==> src/rtl/password_ctrl.sv <==
`default_nettype none
// ============================================================================
// Module      : password_ctrl
// Description : Control FSM for a 3-digit hex password lock: set, enter,
//               match, failure counting, freeze and success windows.
// Revision    : 1.0 - initial release
// ============================================================================
module password_ctrl #(
    parameter int unsigned FREEZE_CYCLES  = 500_000_000,
    parameter int unsigned SUCCESS_CYCLES = 300_000_000,
    parameter int unsigned ACK_CYCLES     = 10_000_000
) (
    input  logic        clk,
    input  logic        reset,
    input  logic        key_valid,
    input  logic [3:0]  key_code,
    output logic [1:0]  failure_times,
    output logic        success_input,
    output logic [11:0] password_input,
    output logic [2:0]  input_count,
    output logic [2:0]  current_work_state
);

    localparam logic [2:0]  c_IDLE     = 3'b000;
    localparam logic [2:0]  c_SETING   = 3'b001;
    localparam logic [2:0]  c_SETFIN   = 3'b010;
    localparam logic [2:0]  c_INPUTING = 3'b011;
    localparam logic [2:0]  c_SUCCESS  = 3'b100;
    localparam logic [2:0]  c_FREEZED  = 3'b101;

    // Timers count down to zero; the state exits on the cycle the timer reads 0.
    localparam logic [31:0] c_SUCCESS_LOAD = 32'(SUCCESS_CYCLES - 1);
    localparam logic [31:0] c_FREEZE_LOAD  = 32'(FREEZE_CYCLES - 1);
    localparam logic [31:0] c_ACK_LOAD     = 32'(ACK_CYCLES - 1);

    logic [2:0]  r_state;
    logic [1:0]  r_fail;
    logic [11:0] r_buf;
    logic [2:0]  r_cnt;
    logic        r_ack;
    logic [11:0] r_stored;
    logic        r_has_pw;
    logic [31:0] r_win_timer;
    logic [31:0] r_ack_timer;

    logic        w_key_digit;
    logic        w_key_a;
    logic        w_key_b;
    logic        w_key_c;
    logic        w_key_d;
    logic        w_cnt_full;
    logic        w_digit_ok;
    logic        w_bksp_ok;
    logic        w_accept;
    logic [11:0] w_buf_digit;
    logic [11:0] w_buf_bksp;

    assign w_key_digit = key_valid && (key_code <= 4'd9);
    assign w_key_a     = key_valid && (key_code == 4'hA);
    assign w_key_b     = key_valid && (key_code == 4'hB);
    assign w_key_c     = key_valid && (key_code == 4'hC);
    assign w_key_d     = key_valid && (key_code == 4'hD);
    assign w_cnt_full  = (r_cnt == 3'd3);
    assign w_digit_ok  = w_key_digit && !w_cnt_full;
    assign w_bksp_ok   = w_key_c && (r_cnt != 3'd0);

    always_comb begin
        w_buf_digit = r_buf;
        w_buf_bksp  = r_buf;
        case (r_cnt)
            3'd0: w_buf_digit[11:8] = key_code;
            3'd1: begin
                w_buf_digit[7:4] = key_code;
                w_buf_bksp[11:8] = 4'h0;
            end
            3'd2: begin
                w_buf_digit[3:0] = key_code;
                w_buf_bksp[7:4]  = 4'h0;
            end
            3'd3: w_buf_bksp[3:0] = 4'h0;
            default: ;
        endcase
    end

    // A key is accepted when it changes state, buffer or count.
    always_comb begin
        w_accept = 1'b0;
        case (r_state)
            c_IDLE:     w_accept = w_key_a || (w_key_b && r_has_pw);
            c_SETING,
            c_INPUTING: w_accept = w_digit_ok || w_bksp_ok || w_key_d || (w_key_b && w_cnt_full);
            c_SETFIN:   w_accept = w_key_a || w_key_b || w_key_d;
            default:    w_accept = 1'b0;
        endcase
    end

    always_ff @(posedge clk or posedge reset) begin
        if (reset) begin
            r_ack       <= 1'b0;
            r_ack_timer <= 32'd0;
        end else if (w_accept) begin
            r_ack       <= 1'b1;
            r_ack_timer <= c_ACK_LOAD;
        end else if (r_ack_timer != 32'd0) begin
            r_ack_timer <= r_ack_timer - 32'd1;
        end else begin
            r_ack       <= 1'b0;
        end
    end

    always_ff @(posedge clk or posedge reset) begin
        if (reset) begin
            r_state     <= c_IDLE;
            r_fail      <= 2'd0;
            r_buf       <= 12'h000;
            r_cnt       <= 3'd0;
            r_stored    <= 12'h000;
            r_has_pw    <= 1'b0;
            r_win_timer <= 32'd0;
        end else begin
            case (r_state)
                c_IDLE: begin
                    if (w_key_a || (w_key_b && r_has_pw)) begin
                        r_buf   <= 12'h000;
                        r_cnt   <= 3'd0;
                        r_state <= w_key_a ? c_SETING : c_INPUTING;
                    end
                end
                c_SETING, c_INPUTING: begin
                    if (w_key_b) begin
                        if (w_cnt_full && (r_state == c_SETING)) begin
                            r_stored <= r_buf;
                            r_has_pw <= 1'b1;
                            r_state  <= c_SETFIN;
                        end else if (w_cnt_full && (r_buf == r_stored)) begin
                            r_fail      <= 2'd0;
                            r_state     <= c_SUCCESS;
                            r_win_timer <= c_SUCCESS_LOAD;
                        end else if (w_cnt_full) begin
                            r_buf <= 12'h000;
                            r_cnt <= 3'd0;
                            if (r_fail >= 2'd2) begin
                                r_fail      <= 2'd3;
                                r_state     <= c_FREEZED;
                                r_win_timer <= c_FREEZE_LOAD;
                            end else begin
                                r_fail <= r_fail + 2'd1;
                            end
                        end
                    end else if (w_key_d) begin
                        r_buf   <= 12'h000;
                        r_cnt   <= 3'd0;
                        r_state <= c_IDLE;
                    end else if (w_digit_ok) begin
                        r_buf <= w_buf_digit;
                        r_cnt <= r_cnt + 3'd1;
                    end else if (w_bksp_ok) begin
                        r_buf <= w_buf_bksp;
                        r_cnt <= r_cnt - 3'd1;
                    end
                end
                c_SETFIN: begin
                    if (w_key_a || w_key_b || w_key_d) begin
                        r_buf   <= 12'h000;
                        r_cnt   <= 3'd0;
                        r_state <= w_key_a ? c_SETING : (w_key_b ? c_INPUTING : c_IDLE);
                    end
                end
                c_SUCCESS, c_FREEZED: begin
                    if (r_win_timer == 32'd0) begin
                        if (r_state == c_FREEZED) begin
                            r_fail <= 2'd0;
                        end
                        r_buf   <= 12'h000;
                        r_cnt   <= 3'd0;
                        r_state <= c_IDLE;
                    end else begin
                        r_win_timer <= r_win_timer - 32'd1;
                    end
                end
                default: r_state <= c_IDLE;
            endcase
        end
    end

    assign failure_times      = r_fail;
    assign success_input      = r_ack;
    assign password_input     = r_buf;
    assign input_count        = r_cnt;
    assign current_work_state = r_state;

endmodule
`default_nettype wire
==> config.mk <==
export PLATFORM = sky130hd
export DESIGN_NAME = password_ctrl
export DESIGN_NICKNAME = d
export VERILOG_FILES = /design/src/rtl/password_ctrl.sv
export SDC_FILE = /design/constraint.sdc
export NUM_CORES = 1
export LEC_CHECK = 0
export ABC_AREA = 1
export CORE_ASPECT_RATIO = 0.8
export CORE_MARGIN = 1.5
export CORE_UTILIZATION = 56
export CTS_CLUSTER_SIZE = 16
export DETAILED_ROUTE_END_ITERATION = 8
export PLACE_DENSITY = 0.75
export SLEW_MARGIN = 20
export SYNTH_ARGS = -nofsm -noshare
export SYNTH_HDL_FRONTEND = slang
export SYNTH_SLANG_ARGS = --single-unit
==> constraint.sdc <==
create_clock -name clk -period 3.3 [get_ports clk]
set_input_delay 0.495 -clock clk [delete_from_list [all_inputs] [get_ports clk]]
set_output_delay 0.495 -clock clk [all_outputs]
set_load 0.05 [all_outputs]
After elaboration in Yosys (flattened, before gate mapping)
Cells that the tools add are included.
{"block": "totals", "register_bits": 98, "in_bits": 7, "output_inout_bits": 21, "wordCells": 150}
{"block": "op_classes", "addsub": 5, "magnitude_cmp": 2, "eq_ne": 36, "muxes": 60, "n_reduce_logical": 36}
{"operator": "$mux W32", "count": 8}
{"operator": "$mux W12", "count": 10}
{"operator": "$pmux W32 S2", "count": 1}
{"operator": "$sub A32 B1 Y32 const B", "count": 2}
{"operator": "$mux W3", "count": 18}
{"operator": "$pmux W12 S4", "count": 1}
{"operator": "$logic_not A32 Y1", "count": 1}
{"operator": "$reduce_bool A32 Y1", "count": 1}
{"operator": "$reduce_and A10 Y1", "count": 3}
{"operator": "$ne A5 B4 Y1 const B", "count": 5}
{"operator": "$mux W4", "count": 6}
{"operator": "$pmux W3 S4", "count": 2}
{"operator": "$mux W2", "count": 10}
{"operator": "$ne A3 B3 Y1 const B", "count": 6}
{"operator": "$reduce_and A6 Y1", "count": 3}
{"operator": "$eq A4 B4 Y1 const B", "count": 4}
{"operator": "$ne A2 B2 Y1 const B", "count": 8}
{"operator": "$ne A5 B5 Y1 const B", "count": 3}
{"operator": "$eq A12 B12 Y1", "count": 1}
{"operator": "$eq A3 B2 Y1 const B", "count": 4}
{"operator": "$logic_and A1 B1 Y1", "count": 11}
{"operator": "$reduce_and A8 Y1", "count": 1}
{"operator": "$eq A3 B1 Y1 const B", "count": 2}
{"operator": "$eq A3 B3 Y1 const B", "count": 2}
{"operator": "other kinds (17)", "count": 26}

Longest topological paths before layout
{"block": "logic_depth", "ltp_word": 8, "mapped_depth": 14, "ltp_nobuf": 14}

Worst setup path before layout
OpenSTA, ideal clock, no wires.
{"block": "synth_path", "kind": "register -> register", "start": "register r_cnt[0], in the netlist input_count[0]", "end": "register r_buf[3], in the netlist password_input[3]", "setup_time_ps": 118, "arrival_ps": 2120, "t_required_ps": 3182, "slack_ps": 1062, "stages_incl_launch_ff": 12, "n_path_buf": 1, "synth_period_minus_slack_ps": 2238, "path_cell_list": "dfrtp_1 ha_1 ha_1 nor2_1 nand3_1 buf_2 nand3_1 inv_1 a21oi_1 nand4_2 nand2_1 nand2_1"}
{"block": "synth_between", "elab_chain_cells": 7, "word_cells_on_any_way": 19, "cone_classes": "eq/ne (8); mux (4); reduce/logical (7)"}
{"item": "start: declaration", "line": "39", "rtl": "logic [2:0] r_cnt;"}
{"item": "start signal: assignment", "line": "156", "rtl": "r_cnt <= r_cnt + 3'd1;"}
{"item": "start signal: assignment", "line": "159", "rtl": "r_cnt <= r_cnt - 3'd1;"}
{"item": "$eq A3 B2 Y1", "line": "63, 70"}
{"item": "$logic_not A1 Y1", "line": "64", "rtl": "assign w_digit_ok = w_key_digit && !w_cnt_full;"}
{"item": "$logic_and A1 B1 Y1", "line": "64"}
{"item": "$mux W12", "line": "154", "rtl": "end else if (w_digit_ok) begin"}
{"item": "$mux W12", "line": "150", "rtl": "end else if (w_key_d) begin"}
{"item": "$mux W12", "line": "130", "rtl": "if (w_key_b) begin"}
{"item": "$pmux W12 S4", "line": "121", "rtl": "case (r_state)"}
{"item": "end signal: assignment", "line": "155", "rtl": "r_buf <= w_buf_digit;"}
{"item": "end signal: assignment", "line": "158", "rtl": "r_buf <= w_buf_bksp;"}
{"item": "end: declaration", "line": "38", "rtl": "logic [11:0] r_buf;"}
Parallel ways exist; a longest one is shown, timed or not.
A chain may end at the register's enable or synchronous reset.

Final worst setup path
{"block": "layout_path", "start": "register r_cnt[0], in the netlist input_count[0]", "end": "register r_win_timer[17]"}
{"block": "layout_between", "elab_chain_cells": 6, "word_cells_on_any_way": 11, "cone_classes": "eq/ne (4); mux (4); reduce/logical (3)"}
{"item": "$eq A3 B2 Y1 *", "line": "63", "rtl": "assign w_cnt_full = (r_cnt == 3'd3);"}
{"item": "$logic_and A1 B1 Y1", "line": "135", "rtl": "end else if (w_cnt_full && (r_buf == r_stored)) begin"}
{"item": "$mux W32", "line": "135"}
{"item": "$mux W32", "line": "131", "rtl": "if (w_cnt_full && (r_state == c_SETING)) begin"}
{"item": "$mux W32", "line": "130"}
{"item": "$pmux W32 S2", "line": "121"}
{"item": "end signal: assignment", "line": "138", "rtl": "r_win_timer <= c_SUCCESS_LOAD;"}
{"item": "end signal: assignment", "line": "145", "rtl": "r_win_timer <= c_FREEZE_LOAD;"}
{"item": "end signal: assignment", "line": "178", "rtl": "r_win_timer <= r_win_timer - 32'd1;"}
{"item": "end: declaration", "line": "43", "rtl": "logic [31:0] r_win_timer;"}
Mark *: on every way between the ends. The rest lies on a longest branch, timed or not. The select of a mux whose other input is x is not followed.

==> flow_metrics.env <==
export IMPL_cp_required_ns=3.59
export IMPL_rr_endpoint="r_win_timer[17]"
export IMPL_cts_resized=0
export IMPL_setup_viol=0
export IMPL_ys_seq_area_frac=0.383
export IMPL_die_h_microns=98.6
export IMPL_fin_util=0.648
export IMPL_powerDensity_nw_per_um2=778
export IMPL_cts_tree="done"
export IMPL_num_nets_final=998
export IMPL_n_antenna_cell=0
export IMPL_vias=5948
export IMPL_clk_pin_slew_ns=0.07
export IMPL_core_area_sq_um=11000
export IMPL_synth_top_family_by_area="simple AND/OR/NAND/NOR gates"
export IMPL_grt_pass1_wl_microns=25800
export IMPL_synthAdderAreaFrac=0.0196
export IMPL_ios=28
export IMPL_rows=34
export IMPL_antenna_found_initial=0
export IMPL_rsz0062_at_grt="false"
export IMPL_syn_inst=953
export IMPL_die_w_microns=123
export IMPL_status="complete, no violations"
export IMPL_cp_end_kind="flip-flop"
export IMPL_fin_cells=1130
export IMPL_worst_pin_slew_ns=0.793
export IMPL_cp_slowest_cell="dfrtp_1"
export IMPL_r2r_cells=10
export IMPL_ant_nets=0
export IMPL_routabilityCongestion=0.923
export IMPL_slew_violations=0
export IMPL_r2r_slack_ns=0.74
export IMPL_cts_root_buf="clkbuf_16"
export IMPL_first_pass_iters=5
export IMPL_endpoint="r_win_timer[17]"
export IMPL_wl_per_cell_microns=13.5
export IMPL_drive_above_1_share=0.0629
export IMPL_cts_hold_buf=0
export IMPL_synth_compound_area_frac=0.0575
export IMPL_ys_flop_type="dfrtp_1"
export IMPL_vias_per_cell=5.26
export IMPL_die_area_sq_um=12100
export IMPL_path_max_fanout=18
export IMPL_start_kind="flip-flop"
export IMPL_yosys_area_share_simple=0.416
export IMPL_ys_async_sr_fraction=1.00
export IMPL_setup_ws_ns=0.743
export IMPL_cts_setup_buffers=0
export IMPL_clock_path_buffers=2
export IMPL_syn_area_per_cell_sq_um=6.71
export IMPL_portBuffers=27
export IMPL_fin_worst_skew_ns=0.00798
export IMPL_synth_edff_count=0
export IMPL_worstPathArrival_ns=2.85
export IMPL_grt_max_degree=42
export IMPL_drcViolationCount=0
export IMPL_max_cap_violations=0
export IMPL_cp_startpoint="input_count[0]"
export IMPL_crit_cells=10
export IMPL_drt_iter0_markers=405
export IMPL_dp_cells=1114
export IMPL_start_util=0.581
export IMPL_syn_to_final_growth_pct=11.6
export IMPL_cts_buffers=9
export IMPL_grt_usage=0.270
export IMPL_grt_overflow=0
export IMPL_r2r_start="input_count[0]"
export IMPL_grt_pass1_vias=5335
export IMPL_leakagePower_nw=3.45
export IMPL_crit_chain="ha_1, ha_1, inv_1, o21ai_2, nand3_2, a21oi_2, nand3_2, inv_2, nand2_1, nand2_1"
export IMPL_syn_area_sq_um=6400
export IMPL_path_delay_family="simple AND/OR/NAND/NOR gates"
export IMPL_fin_crit_sh=0.775
export IMPL_vdd_drop_max_mv=0.564
export IMPL_synthMuxAreaShare=0
export IMPL_hold_viol_final=0
export IMPL_ys_warn_count=0
export IMPL_cts_sink_count=98
export IMPL_htreeDepth=3
export IMPL_wl_microns=15200
export IMPL_post_dp_hpwl_microns=11400
export IMPL_path_buf_inv=2
export IMPL_post_route_min_period_ns=2.56
export IMPL_crit_type="flip-flop to flip-flop"
export IMPL_pre_cts_ws_ns=0.698
export IMPL_clk_insertion_delay_late_ns=0.36
export IMPL_fmax_ghz=0.391
export IMPL_worstHoldPathType="flip-flop to flip-flop"
export IMPL_relSlewSlack=0.470
export IMPL_ys_seq_elements=98
export IMPL_fin_tns_setup_ns=0
export IMPL_max_stage_delay_ns=0.45
export IMPL_synth_nets=970
export IMPL_yosys_area_share_xor_xnor=0.0493
export IMPL_ys_types=36
registers in the layout, summed over array words and instances, names as in the netlist:
| signal | count |
|---|---|
| r_ack_timer | 32 |
| r_win_timer | 32 |
| password_input | 12 |
| r_stored | 12 |
| current_work_state | 3 |
| input_count | 3 |
| failure_times | 2 |
| r_has_pw | 1 |
| success_input | 1 |
report_power, final:
part	switching, W	internal (W)
clock	0.000525	0.000610
combinational	0.00178	0.000847
sequential	0.000316	0.00148
total	0.00262	0.00294
cells by family after synthesis:
| group | Yosys count |
|---|---|
| AND/OR/NAND/NOR | 625 |
| buffers and inverters | 117 |
| flip-flops | 98 |
| AO/OA/AOI/OAI | 67 |
| XOR/XNOR | 36 |
| adder cells (fa/ha/maj) | 10 |
cells in the mapped netlist (7+ instances only):
master	instances	area (sq um)
nand2_1	309	1160
nor2_1	175	657
dfrtp_1	98	2450
inv_1	91	342
nand3_1	46	230
nand4_1	31	194
nor3_1	31	155
o21ai_0	25	125
xor2_1	25	219
o21ai_1	23	115
buf_2	12	60.1
xnor2_1	11	96.3
ha_1	10	125
a21oi_1	8	40.0
inv_2	7	26.3
nor2_2	7	43.8
worst reg2reg max path, delay by kind of cell (launching register included):
kind	cells	cell delay, ns
and+or+nand+nor	4	0.64
AOI/OAI and AO/OA	2	0.39
buffers and inverters	2	0.56
DFF	1	0.45
adders and majority gates	2	0.47
placed cells by master (no fill, tap or decap), drive strengths merged, types with 4 or more instances in the layout:
| master | n |
|---|---|
| dfrtp | 98 |
| clkbuf | 9 |
| clkdlybuf4s50 | 27 |
| xor2 | 25 |
| or2 | 5 |
| xnor2 | 11 |
| o21ai | 51 |
| nor2 | 186 |
| nand2 | 312 |
| nand4 | 32 |
| ha | 10 |
| inv | 102 |
| nor3 | 31 |
| a21oi | 9 |
| nand3 | 50 |
| nand3b | 4 |
| buf | 9 |
worst min-delay path by stage:
stage,from,to,slack [ns],cells after the start
4_1_cts,r_has_pw,r_has_pw,0.50,2
3_3_place_gp,success_input,success_input,0.47,2
5_1_grt,r_has_pw,r_has_pw,0.53,2
2_1_floorplan,r_has_pw,r_has_pw,0.44,2
6_report,r_has_pw,r_has_pw,0.49,2
3_5_place_dp,success_input,success_input,0.47,2
per-layer routing:
layer / global-route usage / share of wire / up-vias
li1: - / - / 3068
met1: 0.405 / 0.51 / 2711
met2: 0.393 / 0.42 / 149
met3: 0.0538 / 0.056 / 20
met4: 0.0787 / 0.015 / 0
met5: 0 / 0 / -
through the flow:
stage          hold WS, ns  power, W  area, sq um
2_1_floorplan        0.437   0.00377         6400
3_5_place_dp         0.474   0.00441         6820
6_report             0.492   0.00556         7140
5_1_grt              0.530   0.00599         7140
4_1_cts              0.496   0.00555         7140
3_3_place_gp         0.470   0.00438         6820
area by class of cell:
type                            count  area, sq um
Multi-Input combinational cell    738         3470
Inverter                           98          370
Sequential cell                    98         2450
Clock buffer                        9          225
Fill cell                        1030         3880
Clock inverter                      7         92.6
Tap cell                          144          180
Timing Repair Buffer               36          350
No activity file was read; power rests on OpenSTA's default activity.
